==> src/rtl/hazard_ctrl.sv <==
// Pipeline hazard/stall controller: flush, bubble, stall and bypass selects for the 5-stage core.
// Optional miss-timeout fault is enabled by defining HAZARD_MISS_TIMEOUT_EN.
module hazard_ctrl #(
  parameter logic [7:0] MISS_LIMIT = 8'd255
) (
  input  logic        clk,
  input  logic        rst_n,
  input  logic        mode,
  input  logic        i_hit,
  input  logic        d_req,
  input  logic        d_hit,
  input  logic        jump,
  input  logic [3:0]  id_src1,
  input  logic [3:0]  id_src2,
  input  logic        id_use1,
  input  logic        id_use2,
  input  logic [3:0]  ex_src1,
  input  logic [3:0]  ex_src2,
  input  logic [3:0]  ex_dst,
  input  logic        ex_wr,
  input  logic        ex_load,
  input  logic [3:0]  mem_dst,
  input  logic        mem_wr,
  input  logic [3:0]  wb_dst,
  input  logic        wb_wr,
  output logic        stall_fe,
  output logic        stall_all,
  output logic        flush_if,
  output logic        bubble_id,
  output logic [1:0]  fwd_a,
  output logic [1:0]  fwd_b,
  output logic [15:0] stall_cnt,
  output logic        fault
);

  typedef enum logic [1:0] {RUN, IMISS, DMISS, FAULT} state_t;

  state_t      state, state_nxt;
  logic        d_miss;
  logic        load_use;
  logic        in_fault;
  logic [15:0] stall_cnt_q;

  assign d_miss   = d_req & ~d_hit;
  assign in_fault = (state == FAULT);
  assign load_use = ex_load & ex_wr & (ex_dst != 4'd0) &
                    ((id_use1 & (id_src1 == ex_dst)) | (id_use2 & (id_src2 == ex_dst)));

  // EX/MEM has the younger result, so it wins over MEM/WB; r0 never forwards.
  function automatic logic [1:0] fwd_sel(input logic [3:0] src,
                                         input logic mwr, input logic [3:0] mdst,
                                         input logic wwr, input logic [3:0] wdst);
    if (mwr && mdst != 4'd0 && mdst == src)
      return 2'b01;
    else if (wwr && wdst != 4'd0 && wdst == src)
      return 2'b10;
    else
      return 2'b00;
  endfunction

`ifdef HAZARD_MISS_TIMEOUT_EN
  logic [7:0] miss_cnt;

  always_ff @(posedge clk) begin
    if (!rst_n)
      miss_cnt <= 8'd0;
    else if (state == IMISS || state == DMISS)
      miss_cnt <= miss_cnt + 8'd1;
    else
      miss_cnt <= 8'd0;
  end
`else
  logic unused_miss_limit;
  assign unused_miss_limit = ^MISS_LIMIT;
`endif

  always_ff @(posedge clk) begin
    if (!rst_n)
      state <= RUN;
    else
      state <= state_nxt;
  end

  always_comb begin
    state_nxt = RUN;
    if (in_fault)
      state_nxt = FAULT;
    else if (!mode)
      state_nxt = RUN;
    else if (d_miss)
      state_nxt = DMISS;
    else if (state == DMISS)
      state_nxt = RUN;
    else if (jump)
      state_nxt = RUN;
    else if (!i_hit)
      state_nxt = IMISS;
`ifdef HAZARD_MISS_TIMEOUT_EN
    // A miss that would persist past the limit escalates to the sticky fault.
    if (!in_fault && (state == IMISS || state == DMISS) &&
        state_nxt == state && miss_cnt == MISS_LIMIT)
      state_nxt = FAULT;
`endif
  end

  always_comb begin
    stall_fe  = 1'b0;
    stall_all = 1'b0;
    flush_if  = 1'b0;
    bubble_id = 1'b0;
    fwd_a     = 2'b00;
    fwd_b     = 2'b00;
    if (!rst_n) begin
      flush_if  = 1'b1;
      bubble_id = 1'b1;
    end else begin
      fwd_a = fwd_sel(ex_src1, mem_wr, mem_dst, wb_wr, wb_dst);
      fwd_b = fwd_sel(ex_src2, mem_wr, mem_dst, wb_wr, wb_dst);
      if (in_fault) begin
        stall_all = 1'b1;
        stall_fe  = 1'b1;
        flush_if  = 1'b1;
        bubble_id = 1'b1;
      end else if (!mode) begin
        stall_fe  = 1'b1;
        flush_if  = 1'b1;
        bubble_id = 1'b1;
      end else if (d_miss) begin
        stall_all = 1'b1;
        stall_fe  = 1'b1;
      end else if (jump) begin
        flush_if  = 1'b1;
        bubble_id = 1'b1;
      end else if (load_use) begin
        stall_fe  = 1'b1;
        bubble_id = 1'b1;
      end else if (!i_hit) begin
        stall_fe  = 1'b1;
        flush_if  = 1'b1;
      end
    end
  end

  always_ff @(posedge clk) begin
    if (!rst_n)
      stall_cnt_q <= 16'd0;
    else if ((stall_fe | stall_all) && stall_cnt_q != 16'hFFFF)
      stall_cnt_q <= stall_cnt_q + 16'd1;
  end

  assign stall_cnt = rst_n ? stall_cnt_q : 16'd0;
  assign fault     = rst_n & in_fault;

endmodule

==> config.mk <==
export PLATFORM = sky130hd
export DESIGN_NAME = hazard_ctrl
export DESIGN_NICKNAME = d
export VERILOG_FILES = /design/src/rtl/hazard_ctrl.sv
export SDC_FILE = /design/constraint.sdc
export NUM_CORES = 1
export LEC_CHECK = 0
export CAP_MARGIN = 25
export CORE_AREA = 5 5 65 67
export DETAILED_ROUTE_END_ITERATION = 6
export DIE_AREA = 0 0 70 72
export MAX_ROUTING_LAYER = met4
export PLACE_DENSITY = 0.77
export SYNTH_ARGS = -nofsm -noshare
export SYNTH_HDL_FRONTEND = slang
export SYNTH_SLANG_ARGS = --single-unit
==> constraint.sdc <==
create_clock -name clk -period 2.6 [get_ports clk]
set_input_delay 0.52 -clock clk [delete_from_list [all_inputs] [get_ports clk]]
set_output_delay 0.52 -clock clk [all_outputs]
set_load 0.02 [all_outputs]
==> results.txt <==
----------------------------------------------------
[Finish]
  Number of nets in the finished design ... 304
  Proportion of layout cells with a drive suffix above 1 ... 16.9%
  Finished Cell Area ... 0.00229 sq mm
  Final design utilization ... 63.9%
  Number of diodes ... 0
  Most frequent standard cell in the layout excluding fill and tap cells ... clkdlybuf4s50_1
  Commonest cells after routing, fill and taps aside ... clkdlybuf4s50_1, buf_4, xnor2_1, dfxtp_1
  Synth-to-Final Area Change ... 65.0%

[Placement]
  I/O Buffers ... 65
  Post-DP Area ... 0.00223 sq mm
  Final HPWL DP ... 3.25 mm
  Placer congestion estimate ... 0.829

[Detailed routing]
  Routed vias ... 1,537
  Routed len/inst ... 12.6 um
  DRT Wirelength ... 3.90 mm
  Initial DRT Pass Iterations ... 4
  Post-route ant nets ... 0
  DRC violation count after routing ... 0
  Via-to-Cell Ratio ... 4.97
  Violation count after the first detailed-routing iteration ... 64

[Timing]
  Final min period ... 2.51 ns
  Fmax ... 398 MHz
  Pins over their slew limit ... 0
  Final Hold Fails ... 0
  Worst relative slew slack ... 72.5%
  Post-route clock skew ... 0.00164 ns
  # setup viols final ... 0
  Slew at the pin closest to its max-slew limit ... 0.409 ns
  Post-route clock period utilization ... 96.5%

[Yosys]
  Cells after synthesis ... 174
  Sequential area share after synthesis ... 26.0%
  Share of synthesized registers carrying an async set or reset ... 0%
  Main flop type after synthesis ... dfxtp_1
  Synthesized area divided by synthesized cell count ... 7.97 sq um
  Yosys Warn Count ... 0
  Count of flip-flops with a built-in enable after synthesis ... 0
  Net Count, Synth ... 216
  Mapped cell area ... 0.00139 sq mm
  Number of distinct library cells after synthesis ... 39
  Register bit count reported by yosys ... 18

[Critical path]
  Highest net fanout along the worst path ... 12
  Data arrival, critical path ... 1.99 ns
  Worst setup SP type ... input port
  FF-to-FF setup slack ... 0.56 ns
  Critical Path End Type ... primary output
  Crit Path Class ... input port to primary output
  Worst path required time ... 2.08 ns

[Pwr]
  Pwr dens ... 291 mW/mm^2
  Total design power ... 0.000665 W
  Static leakage ... 1.09 nW
  Maximum vdd ir drop ... 0.156 mV

[Floorplan]
  Core area ... 0.00358 sq mm
  Effective utilization at floorplan ... 38.7%
  Core Rows ... 22
  Top-level port count ... 66
  Die outline height ... 72 um
  Overall die width ... 70 um
  Area enclosed by the die boundary ... 0.00504 sq mm

[GRT]
  Pin count of the biggest net entering global routing ... 13
  Global-route wire length before repair ... 6.22 mm
  Via count of the first global-routing pass ... 1,484
  Final global-route overflow total ... 0
  Total routing resource utilization after global routing ... 15.4%
  Antenna violations before repair ... 0

[Clock tree]
  CTS tree ... yes
  Number of buffers on the longest clock path ... 2
  Number of buffers added by the clock tree synthesis step ... 3
  H-tree lvl count ... 1
  Clock-pin slew of the registers on the worst-case setup and hold paths ... 0.11 ns
  Clock root cell ... clkbuf_4
  Clk Latency, worst-skew pair ... 0.30 ns
  Hold buffer count at cts ... 0
  Clock Sinks ... 18

[Run]
  Number of maximum-capacitance violations ... 0

[Run status]
  Outcome ... complete, no violations

[Worst hold path]
  Hold Path Class ... flip-flop to flip-flop

----------------------------------------------------
==> critical path: stages <==
cell and delay (ns):
clkdlybuf4s50_1 0.53, buf_4 0.20, and2_1 0.14, clkdlybuf4s50_1 0.60
==> synthesized netlist by cell type (2+ instances only) <==
| library cell | number | area (sq um) |
|---|---|---|
| and3_1 | 2 | 12.5 |
| a21oi_1 | 7 | 35.0 |
| xnor2_1 | 19 | 166 |
| buf_6 | 2 | 22.5 |
| or3_1 | 4 | 25.0 |
| nand4_1 | 8 | 50.1 |
| nand4_2 | 2 | 25.0 |
| nor2_1 | 17 | 63.8 |
| inv_1 | 9 | 33.8 |
| o2111ai_1 | 3 | 26.3 |
| nor3_1 | 8 | 40.0 |
| and2_1 | 8 | 50.1 |
| nor4_1 | 2 | 12.5 |
| dfxtp_1 | 18 | 360 |
| xor2_1 | 7 | 61.3 |
| mux2i_1 | 8 | 80.1 |
| nand3_1 | 9 | 45.0 |
| o21ai_0 | 4 | 20.0 |
| nand2_1 | 17 | 63.8 |
==> metal layers <==
layer | wire [um] | share of wire [%] | global-route usage [%] | vias up
met2 | 1950 | 50 | 28.6 | 50
met5 | 0 | 0 | - | -
met1 | 1600 | 41 | 16.2 | 683
met3 | 207 | 5.3 | 1.66 | 13
li1 | - | - | - | 791
met4 | 139 | 3.6 | 7.45 | 0
==> power breakdown <==
part / internal, W / total [W] / switching, W
combinational: 0.000121 / 0.000202 / 0.0000812
clock: 0.0000855 / 0.000178 / 0.0000923
sequential: 0.000280 / 0.000285 / 0.00000521
==> sequential cells by signal, indices dropped and copies added (netlist names) <==
| signal | count |
|---|---|
| stall_cnt_q | 16 |
| state | 2 |
==> stage by stage <==
| stage | TNS (ns) | worst slack (ns) | hold slack [ns] | std cells |
|---|---|---|---|---|
| final | 0 | 0.0902 | 0.488 | 309 |
| after global routing | -0.0422 | -0.0422 | 0.524 | 309 |
| after CTS | -0.0179 | -0.0179 | 0.493 | 308 |
| after detailed placement | -2.56 | -0.508 | 0.479 | 304 |
| after global placement | -2.50 | -0.491 | 0.454 | 304 |
| after floorplan | 0 | 0.392 | 0.434 | 174 |
==> final timing paths <==
path                       start              end  cells after the start
hold reg to reg   stall_cnt_q[5]   stall_cnt_q[5]                      1
setup / recovery           rst_n     stall_cnt[1]                      4
hold / removal    stall_cnt_q[5]   stall_cnt_q[5]                      1
setup reg to reg  stall_cnt_q[0]  stall_cnt_q[14]                      7
==> area by class of cell <==
class / instances / area, sq um
Timing Repair Buffer: 87 / 825
Fill cell: 305 / 1290
Tap cell: 48 / 60.1
Clock buffer: 4 / 36.3
Sequential cell: 18 / 360
Inverter: 10 / 37.5
Multi-Input combinational cell: 142 / 968
==> cells by family after synthesis <==
group                    Yosys count  synth area share, %
AND/OR/NAND/NOR                   84                 32.7
XOR/XNOR                          26                 16.4
adder cells (fa/ha/maj)            1                0.902
AO/OA/AOI/OAI                     21                 11.5
buffers and inverters             14                 5.14
multiplexers                      10                 7.40
flip-flops                        18                 26.0
==> repair_timing <==
| action | in CTS | in global routing |
|---|---|---|
| gates resized for setup | 31 | 15 |
| pin swaps | 3 | 8 |
| endpoints found under the hold margin | 0 | 0 |
| setup endpoints to repair | 13 | 6 |
| buffers inserted | 0 | 1 |
(Power assumes the default switching activity.)
